### config.mk
export PLATFORM = sky130hd
export DESIGN_NAME = mux16_scan_sequencer
export DESIGN_NICKNAME = d
export VERILOG_FILES = /design/src/rtl/mux16_scan_sequencer.sv
export SDC_FILE = /design/constraint.sdc
export NUM_CORES = 1
export LEC_CHECK = 0
export BUFFER_PORTS_ARGS = -buffer_cell sky130_fd_sc_hd__buf_4
export CAP_MARGIN = 20
export CORE_ASPECT_RATIO = 1.2
export CORE_MARGIN = 2
export CORE_UTILIZATION = 45
export CTS_BUF_LIST = sky130_fd_sc_hd__clkbuf_8
export DETAILED_ROUTE_END_ITERATION = 10
export PLACE_DENSITY = 0.68
export SYNTH_ARGS = -nofsm -noshare
export SYNTH_HDL_FRONTEND = slang
export SYNTH_SLANG_ARGS = --single-unit
### constraint.sdc
create_clock -name clk -period 3.5 [get_ports clk]
set_input_delay 0.175 -clock clk [delete_from_list [all_inputs] [get_ports clk]]
set_output_delay 0.175 -clock clk [all_outputs]
set_load 0.02 [all_outputs]
### src/rtl/mux16_scan_sequencer.sv
// Scan sequencer for the 16x1 mux tree: steps sel through the channels, samples mux_out
// after each dwell and hands out a 16-bit snapshot. Optional channel masking: MUX_SCAN_MASK_EN.
module mux16_scan_sequencer #(
  parameter int DWELL = 4
) (
  input  logic        clk,
  input  logic        rst_n,
  input  logic        start,
  input  logic        cont,
  input  logic [15:0] chan_mask,
  input  logic        mux_out,
  output logic [3:0]  sel,
  output logic [15:0] snap_data,
  output logic        snap_valid,
  input  logic        snap_ready,
  output logic        busy
);
  localparam int CW = (DWELL > 1) ? $clog2(DWELL) : 1;
  localparam logic [CW-1:0] CMAX = CW'(DWELL - 1);

  typedef enum logic [1:0] {IDLE, SCAN, HOLD} state_t;

  state_t        state, state_n;
  logic [CW-1:0] cnt, cnt_n;
  logic [15:0]   shadow, shadow_n;
  logic [3:0]    sel_n;
  logic [15:0]   data_n;
  logic          valid_n;
  logic [15:0]   en, en_start;
  logic [3:0]    first_ch, next_ch;
  logic          is_last;

`ifdef MUX_SCAN_MASK_EN
  logic [15:0] mask_q, mask_n;
  assign en_start = chan_mask;
  assign en       = mask_q;
`else
  logic unused_mask;
  assign unused_mask = ^chan_mask;
  assign en_start    = 16'hFFFF;
  assign en          = 16'hFFFF;
`endif

  // Descending walk so the lowest qualifying channel wins.
  always_comb begin
    first_ch = '0;
    next_ch  = sel;
    is_last  = 1'b1;
    for (int i = 15; i >= 0; i--) begin
      if (en_start[i]) first_ch = 4'(i);
      if (en[i] && (4'(i) > sel)) begin
        next_ch = 4'(i);
        is_last = 1'b0;
      end
    end
  end

  always_comb begin
    state_n  = state;
    sel_n    = sel;
    cnt_n    = cnt;
    shadow_n = shadow;
    data_n   = snap_data;
    valid_n  = snap_valid;
`ifdef MUX_SCAN_MASK_EN
    mask_n   = mask_q;
`endif
    case (state)
      IDLE: begin
        if (start && (|en_start)) begin
          state_n  = SCAN;
          sel_n    = first_ch;
          cnt_n    = '0;
          shadow_n = '0;
`ifdef MUX_SCAN_MASK_EN
          mask_n   = chan_mask;
`endif
        end
      end
      SCAN: begin
        if (cnt == CMAX) begin
          shadow_n[sel] = mux_out;
          cnt_n         = '0;
          if (is_last) begin
            data_n  = shadow_n;
            valid_n = 1'b1;
            state_n = HOLD;
          end else begin
            sel_n = next_ch;
          end
        end else begin
          cnt_n = cnt + 1'b1;
        end
      end
      HOLD: begin
        if (snap_valid && snap_ready) begin
          valid_n = 1'b0;
          if (cont && (|en_start)) begin
            state_n  = SCAN;
            sel_n    = first_ch;
            cnt_n    = '0;
            shadow_n = '0;
`ifdef MUX_SCAN_MASK_EN
            mask_n   = chan_mask;
`endif
          end else begin
            state_n = IDLE;
          end
        end
      end
      default: state_n = IDLE;
    endcase
  end

  always_ff @(posedge clk) begin
    if (!rst_n) begin
      state      <= IDLE;
      busy       <= 1'b0;
      sel        <= '0;
      cnt        <= '0;
      shadow     <= '0;
      snap_data  <= '0;
      snap_valid <= 1'b0;
`ifdef MUX_SCAN_MASK_EN
      mask_q     <= '0;
`endif
    end else begin
      state      <= state_n;
      busy       <= (state_n != IDLE);
      sel        <= sel_n;
      cnt        <= cnt_n;
      shadow     <= shadow_n;
      snap_data  <= data_n;
      snap_valid <= valid_n;
`ifdef MUX_SCAN_MASK_EN
      mask_q     <= mask_n;
`endif
    end
  end
endmodule

## Word level (Yosys, flattened, before mapping)

Cells that the tools add are included.

- Muxes and demuxes: 61
- Eq/ne operators: 10
- Reductions and logical operators: 11
- Order comparisons: 18
- Add/sub/neg operators: 1

Operators with widths:

| kind | number |
|---|---|
| $mux W4 | 21 |
| $mux W16 | 4 |
| $pmux W16 S3 | 1 |
| $gt A4 B4 Y1 const A | 8 |
| $mux W1 | 21 |
| $ne A17 B17 Y1 const B | 1 |
| $bwmux W16 | 1 |
| $gt A3 B4 Y1 const A | 4 |
| $mux W2 | 8 |
| $ne A2 B2 Y1 const B | 6 |
| $pmux W2 S3 | 2 |
| $pmux W4 S3 | 1 |
| $gt A1 B4 Y1 const A | 2 |
| $gt A2 B4 Y1 const A | 2 |
| $reduce_and A4 Y1 | 2 |
| $reduce_and A7 Y1 | 1 |
| $lt A4 B5 Y1 const B | 1 |
| $reduce_and A5 Y1 | 1 |
| $demux W1 S4 | 1 |
| $eq A2 B2 Y1 const B | 2 |
| $ge A4 B1 Y1 const B | 1 |
| $reduce_bool A2 Y1 | 2 |
| $reduce_and A3 Y1 | 1 |
| $reduce_bool A3 Y1 | 1 |
| 5 further kinds | 6 |

- Output and inout port bits: 22
- Bits of input ports: 22
- Register bits after elaboration: 42
- Logic and storage cells: 108

## Depth between registers and ports, before layout

Gate-level depths: netlist of the first run.

- Depth in word-level cells: 21
- Depth in mapped cells: 7
- Depth with buffers taken out: 5

## Worst setup path before layout of the first run

Ideal clock, no wire load.

- Path kind: reg-to-reg
- Start: register sel[3]
- End: register snap_data[0]
- Library setup time: 116 ps
- Slack: 1983 ps
- Path buffers: 2
- Cell stages (with the launch flop): 7
- Required time: 3384 ps
- Clock period less this slack: 1517 ps
- Arrival time: 1401 ps
- Path through: dfxtp_1 buf_2 buf_2 nor4_1 mux2i_1 nand2_1 o211a_1

- Cells in the longest elaborated chain, start to end: 18
- Elaborated cells on any way between the ends: 39
- Classes of those cells: order compare: 18; mux: 19; reduce/logical: 2

RTL lines:

| item | RTL line | text |
|---|---|---|
| start, declared | 12 | `output logic [3:0] sel,` |
| start signal, assigned | 130 | `sel <= sel_n;` |
| $gt A4 B4 Y1 | 51 | `if (en[i] && (4'(i) > sel)) begin` |
| $mux W1 (16 in a row) | 51 |  |
| $reduce_and A3 Y1 (no line) | n/a |  |
| end signal, assigned | 133 | `snap_data <= data_n;` |
| end, declared | 13 | `output logic [15:0] snap_data,` |

Parallel ways exist; a longest one is shown, timed or not.
A chain may end at the register's enable or synchronous reset.

## Worst setup path after layout of the first run

- Start: register sel[0]
- End: register snap_data[6]

The elaborated chain is that of the path after synthesis.

==> flow_metrics.py, run 1 <==
metrics = {
    "timing": {
        "number_of_slew_limit_violations_in_the_final_report": 0,
        "final.setup_skew_ns": 0.00354,
        "hold_viol": 0,
        "setup_viol": 0,
        "highest_clock_rate_mhz": 408,
        "timing.final.crit_share_pct": 70.0,
        "timing.slew.headroom_pct": 45.7,
        "fin_tns_setup_ns": 0,
        "tightestPinTransition_ns": 0.814,
        "grt_setup_unrepaired": "false",
        "final.min_clock_period_ns": 2.45,
    },
    "synthesis": {
        "ys_seq_area_share_pct": 41.9,
        "synth.top_cell.area_share_pct": 41.9,
        "synthesis.area_mm2": 0.00196,
        "avgSynthCellArea_um2": 10.3,
        "postSynthCellCount": 191,
        "netlist-cell-type-count": 41,
        "synth_top_cell_by_area": "sky130_fd_sc_hd__dfxtp_1",
        "synth-warning-count": 0,
        "yosys_most_used_dff": "sky130_fd_sc_hd__dfxtp_1",
        "synth-edff-count": 0,
        "synthesis.nets": 214,
        "synth.most_common_cell": "sky130_fd_sc_hd__dfxtp_1",
        "synthArstFlopShare_pct": 0,
        "post_synth_main_area_contributors": "sky130_fd_sc_hd__dfxtp_1, sky130_fd_sc_hd__mux2i_1, sky130_fd_sc_hd__o211a_1",
        "synth_seq_cells": 41,
        "synth_common_cells": "sky130_fd_sc_hd__dfxtp_1, sky130_fd_sc_hd__nand2_1, sky130_fd_sc_hd__mux2i_1, sky130_fd_sc_hd__o211a_1, sky130_fd_sc_hd__o2bb2ai_1",
    },
    "cells_and_area": {
        "number_of_standard_cells_in_the_final_layout_excluding_fillers": 261,
        "layout-drive-gt1-share_pct": 22.4,
        "diodes": 0,
        "register_area_um2": 821,
        "syn2layout_area_growth_pct": 15.1,
        "fin_nets": 227,
        "multi_input_area_mm2": 0.00101,
        "num-fill-cells": 401,
    },
    "setup_path": {
        "worst_r2r_path_depth": 5,
        "critPathKind": "reg -> reg",
        "timing.critical_path.slowest_stage_cell": "sky130_fd_sc_hd__dfxtp_1",
        "cell_breakdown_of_the_critical_path": "nand4_1, nor2_2, buf_4, nand2_1, o211a_1",
        "worst_setup_path_end_kind": "flop",
        "critical_path_arrival_ns": 2.63,
        "crit_path_max_fanout": 24,
        "critical-path-top-delay-family": "simple AND/OR/NAND/NOR gates",
        "reg2reg_to": "snap_data[6]",
        "cp_slowest_stage_delay_ns": 0.86,
        "regToRegSetupSlack_ns": 1.05,
        "timing.rr.start": "sel[0]",
        "timing.critical_path.buf_inv": 1,
        "worstSetupStartpointType": "flop",
        "cp.required_ns": 3.68,
    },
    "global_route": {
        "antenna_found_initial": 0,
        "grt_start_max_net_pins": 29,
        "grt.overflow.total": 0,
        "globalRouteTotalUtil_pct": 17.7,
        "grt_pass1_vias": 1556,
        "grt_first_pass_wirelength_mm": 7.05,
    },
    "route": {
        "postRouteAntennaNets": 0,
        "post_drt_via_cell_ratio": 5.69,
        "vias": 1484,
        "routed_wl_mm": 4.02,
        "drc": 0,
        "routed_wire_length_per_instance_um": 15.4,
        "drt_first_pass_iters": 4,
        "drt_first_iter_violations": 69,
    },
    "cts": {
        "clock_sink_count": 41,
        "holdBufCountCts": 0,
        "clk_latency_ns": 0.29,
        "cts.repair.resized": 0,
        "cts_setup_buffers": 0,
        "cts_buf_count": 5,
        "clock_tree.buffer_depth": 2,
        "clk_transition_reported_paths_ns": 0.08,
        "htree_num_levels": 2,
        "clock_tree.root_cell": "sky130_fd_sc_hd__clkbuf_8",
        "cts_tree": "built",
    },
    "floorplan": {
        "fp.dieArea_mm2": 0.00490,
        "fp-row-count": 26,
        "pin_count": 44,
        "die_h_um": 76.3,
        "placeableCoreArea_mm2": 0.00423,
        "initial_standard_cell_utilization_of_the_core_pct": 46.3,
        "die_w_um": 64.2,
    },
    "place": {
        "post-place-cells": 253,
        "io_buffer_count": 27,
        "final_hpwl_dp_mm": 2.60,
        "routabilityCongestion": 0.777,
    },
    "hold_path": {
        "timing.hold.worst_endpoint": "state[1]",
        "min_from": "snap_ready",
        "holdCritPathClass": "in -> reg",
        "hold_depth": 4,
    },
    "power_and_ir_drop": {
        "vdd.ir_drop.worst_uv": 285,
        "power_density_mw_per_mm2": 427,
        "power.leakage_uw": 0.00101,
    },
    "run": {
        "maxCapViolations": 0,
    },
    "outcome": {
        "result_of_the_run": "complete, no violations",
    },
}
-- logic make-up after synthesis --
family	after synthesis	synth area share [%]
DFF	41	41.9
AOI/OAI and AO/OA	47	20.9
xor gates and xnor gates	1	0.447
buffers and inverters	24	6.39
muxes	17	8.69
adders and majority gates	1	0.639
and+or+nand+nor	60	21.0
-- metal layers --
metal | vias to the layer above | GRT usage, % | part of all wire (%)
met5 | - | 0 | 0
met4 | 0 | 4.89 | 1.3
met3 | 6 | 4.73 | 3.4
met2 | 26 | 31.6 | 51
met1 | 717 | 20.5 | 44
li1 | 735 | - | -
-- placed cells by master (no fill, tap or decap), types with 3 or more instances in the layout --
cell	n
sky130_fd_sc_hd__nor3b_1	3
sky130_fd_sc_hd__buf_4	28
sky130_fd_sc_hd__nor2b_1	4
sky130_fd_sc_hd__nand4b_1	4
sky130_fd_sc_hd__dfxtp_1	41
sky130_fd_sc_hd__mux2i_1	17
sky130_fd_sc_hd__and4bb_1	4
sky130_fd_sc_hd__o211a_1	15
sky130_fd_sc_hd__nand2_1	20
sky130_fd_sc_hd__o2bb2ai_1	15
sky130_fd_sc_hd__a21oi_1	4
sky130_fd_sc_hd__clkbuf_8	5
sky130_fd_sc_hd__a31oi_1	3
sky130_fd_sc_hd__nor4b_2	4
sky130_fd_sc_hd__nor2_1	4
-- cell type report --
type	instances	area share (%)
clock buffers	5	3.05
clock inverters	3	2.89
inverters	2	0.333
multi-input cells	126	44.9
flip-flops and latches	41	36.4
well taps	56	3.11
repair buffers	28	9.32
-- sequential cells by signal (all words and copies together), names as in the netlist --
name / count
busy: 1
cnt: 2
sel: 4
shadow: 15
snap_data: 16
snap_valid: 1
state: 2
-- worst register-to-register path, delay by kind of cell (launching register included) --
kind            cells  cell delay, ns
compound gates      1            0.13
buf+inv             1            0.33
simple gates        3            1.03
flops               1            0.86
-- worst max-delay path by stage --
stage	from	endpoint	slack, ns	depth (start not counted)
floorplan	sel[3]	snap_data[0]	1.98	6
global placement	sel[0]	snap_data[12]	1.14	5
detailed placement	sel[0]	snap_data[12]	1.10	5
CTS	sel[0]	snap_data[6]	1.05	5
global route	sel[0]	snap_data[12]	0.87	5
finish	sel[0]	snap_data[6]	1.05	5
-- metrics by stage --
step	total power, µW	hold slack, ns	util (%)	worst slack [ns]	area, µm²
floorplan	517	0.395	-	1.98	1960
global placement	523	0.443	50.1	1.14	2120
detailed placement	526	0.448	50.1	1.10	2120
CTS	973	0.244	53.3	1.05	2250
global route	998	0.263	53.3	0.871	2250
finish	962	0.249	53.3	1.05	2250
-- power by group --
group,internal [µW],switching [µW],total [µW]
sequential,469,3.30,473
combinational,16.8,24.6,41.4
clock,283,165,448
Note: power is estimated with default switching activity, not from simulation.
==> run 2, diff against run 1 <==
==> constraint.sdc (replaced) <==
create_clock -name clk -period 2.55 [get_ports clk]
set_input_delay 0.1275 -clock clk [delete_from_list [all_inputs] [get_ports clk]]
set_output_delay 0.1275 -clock clk [all_outputs]
set_load 0.02 [all_outputs]
==> run 2 against run 1 <==
Against the previous run: non-clock buffer count grew 2; clock-buffer cell count grew 1; die area is the same; core utilization shrank 0.77 points; clock power shrank 7.8%; combinational power grew 38%; largest cell class unchanged; largest power group unchanged.
==> flow_metrics.py, run 2 (same netlist as run 1, synthesis figures left out) <==
metrics = {
    "outcome": {
        "result_of_the_run": "complete, no violations",
    },
    "global_route": {
        "antenna_found_initial": 0,
        "grt_first_pass_wirelength_mm": 6.66,
        "grt_pass1_vias": 1464,
        "grt.overflow.total": 0,
        "globalRouteTotalUtil_pct": 17.0,
        "grt_start_max_net_pins": 29,
    },
    "timing": {
        "highest_clock_rate_mhz": 547,
        "fin_tns_setup_ns": 0,
        "worst_hold_slack_ns": 0.226,
        "setup_viol": 0,
        "grt_setup_unrepaired": "false",
        "number_of_slew_limit_violations_in_the_final_report": 0,
        "tightestPinTransition_ns": 0.731,
        "hold_viol": 0,
        "timing.final.crit_share_pct": 71.7,
        "final.setup_skew_ns": 0.00456,
        "final.min_clock_period_ns": 1.83,
        "postLayoutSetupSlackWorst_ns": 0.723,
        "timing.slew.headroom_pct": 51.2,
    },
    "route": {
        "routed_wl_mm": 3.94,
        "drt_first_pass_iters": 4,
        "vias": 1497,
        "postRouteAntennaNets": 0,
        "routed_wire_length_per_instance_um": 15.0,
        "drt_first_iter_violations": 83,
        "post_drt_via_cell_ratio": 5.71,
        "drc": 0,
    },
    "power_and_ir_drop": {
        "vdd.ir_drop.worst_uv": 389,
        "sw_frac_of_total_pct": 21.6,
        "power_density_mw_per_mm2": 504,
        "power.switching_uw": 242,
        "power.clock.fraction_pct": 36.9,
        "power_report.internal_total_uw": 878,
        "power.leakage_uw": 0.00100,
        "share_comb_of_total_power_pct": 5.1,
        "p_seq_share_pct": 58.0,
        "totalPowerFinal_uw": 1120,
    },
    "cells_and_area": {
        "layout-drive-gt1-share_pct": 22.3,
        "top_register_by_number_of_flip_flops": "snap_data",
        "layout.cells.most_common_list": "sky130_fd_sc_hd__dfxtp_1, sky130_fd_sc_hd__buf_4, sky130_fd_sc_hd__nand2_1, sky130_fd_sc_hd__mux2i_1",
        "syn2layout_area_growth_pct": 13.5,
        "commonest_non_fill_non_tap_cell_in_the_layout": "sky130_fd_sc_hd__dfxtp_1",
        "layout_top_registers": "snap_data: 16 flops, shadow: 15 flops, sel: 4 flops",
        "post-route-util_pct": 52.5,
        "fin_nets": 229,
        "diodes": 0,
        "num-fill-cells": 391,
        "largest_register_ff_count": 16,
    },
    "setup_path": {
        "worst_setup_path_end_kind": "flop",
        "crit_path_max_fanout": 22,
        "timing.rr.start": "sel[1]",
        "worstSetupStartpointType": "flop",
        "timing.critical_path.slowest_stage_cell": "sky130_fd_sc_hd__dfxtp_1",
        "critical_path_arrival_ns": 2.01,
        "cp_slowest_stage_delay_ns": 0.80,
        "cell_breakdown_of_the_critical_path": "nand4_1, nor2_2, buf_4, mux2i_1, nor2b_1",
        "timing.critical_path.buf_inv": 1,
        "cp.required_ns": 2.73,
        "critPathKind": "reg -> reg",
        "critical-path-top-delay-family": "flip-flops",
        "setup.worst_path.start": "sel[1]",
    },
    "cts": {
        "clock_sink_count": 41,
        "clock_tree.root_cell": "sky130_fd_sc_hd__clkbuf_8",
        "cts_setup_buffers": 0,
        "cts.repair.resized": 0,
        "htree_num_levels": 2,
        "cts_tree": "built",
        "holdBufCountCts": 0,
        "cts_buf_count": 5,
        "clk_latency_ns": 0.29,
        "clk_transition_reported_paths_ns": 0.07,
        "clock_tree.buffer_depth": 2,
    },
    "floorplan": {
        "die_w_um": 64.2,
        "fp.dieArea_mm2": 0.00490,
        "fp-row-count": 26,
        "die_h_um": 76.3,
        "placeableCoreArea_mm2": 0.00423,
        "initial_standard_cell_utilization_of_the_core_pct": 46.3,
        "pin_count": 44,
    },
    "run": {
        "maxCapViolations": 0,
    },
    "place": {
        "routabilityCongestion": 0.758,
        "dp_slack_ns": 0.773,
        "final_hpwl_dp_mm": 2.56,
        "io_buffer_count": 27,
    },
    "hold_path": {
        "min_from": "mux_out",
        "holdCritPathClass": "in -> reg",
    },
}
-- run 2: changes by cell type in the layout (fill, tap and decap cells not counted) --
cell and change:
sky130_fd_sc_hd__buf_4 +2, sky130_fd_sc_hd__bufinv_16 -2, sky130_fd_sc_hd__clkbuf_8 +1, sky130_fd_sc_hd__clkinv_2 -1
sky130_fd_sc_hd__inv_1 +1
-- run 2: stage by stage --
step | instances | cell area (µm²)
final | 262 | 2220
after global routing | 262 | 2220
after CTS | 262 | 2220
after detailed placement | 255 | 2140
after global placement | 255 | 2140
after floorplan | 191 | 1960
-- run 2: worst paths after layout --
kind / end / slack [ns] / cells after the start
setup / recovery: snap_data[15] / 0.72 / 5
hold / removal: shadow[13] / 0.23 / 3
setup reg to reg: snap_data[15] / 0.72 / 5
hold reg to reg: shadow[2] / 0.46 / 1
-- run 2: power by group through the flow --
stage	registers, µW	clock network (µW)	logic (µW)
6_report	649	413	57.3
3_5_place_dp	664	0	57.0
5_1_grt	649	446	63.8
2_1_floorplan	663	0	46.7
4_1_cts	649	422	57.2
3_3_place_gp	663	0	54.9
-- run 2: final cells by class --
cell class | instances | area [µm²] | share of cell area, %
Clock buffer | 6 | 82.6 | 3.72
Sequential cell | 41 | 821 | 36.9
Clock inverter | 1 | 3.75 | 0.169
Tap cell | 56 | 70.1 | 3.15
Inverter | 2 | 7.51 | 0.338
Timing Repair Buffer | 30 | 225 | 10.1
Multi-Input combinational cell | 126 | 1010 | 45.6
-- run 2: worst min-delay path, stage by stage --
cell and delay, ns:
sky130_fd_sc_hd__buf_4 0.18, sky130_fd_sc_hd__nand2_1 0.07, sky130_fd_sc_hd__o22ai_1 0.08
-- run 2: routing by layer --
metal / wire (µm) / global-route usage [%]
met1: 1730 / 19.9
met2: 2060 / 29.9
met3: 128 / 3.55
met4: 25 / 6.81
met5: 0 / 0
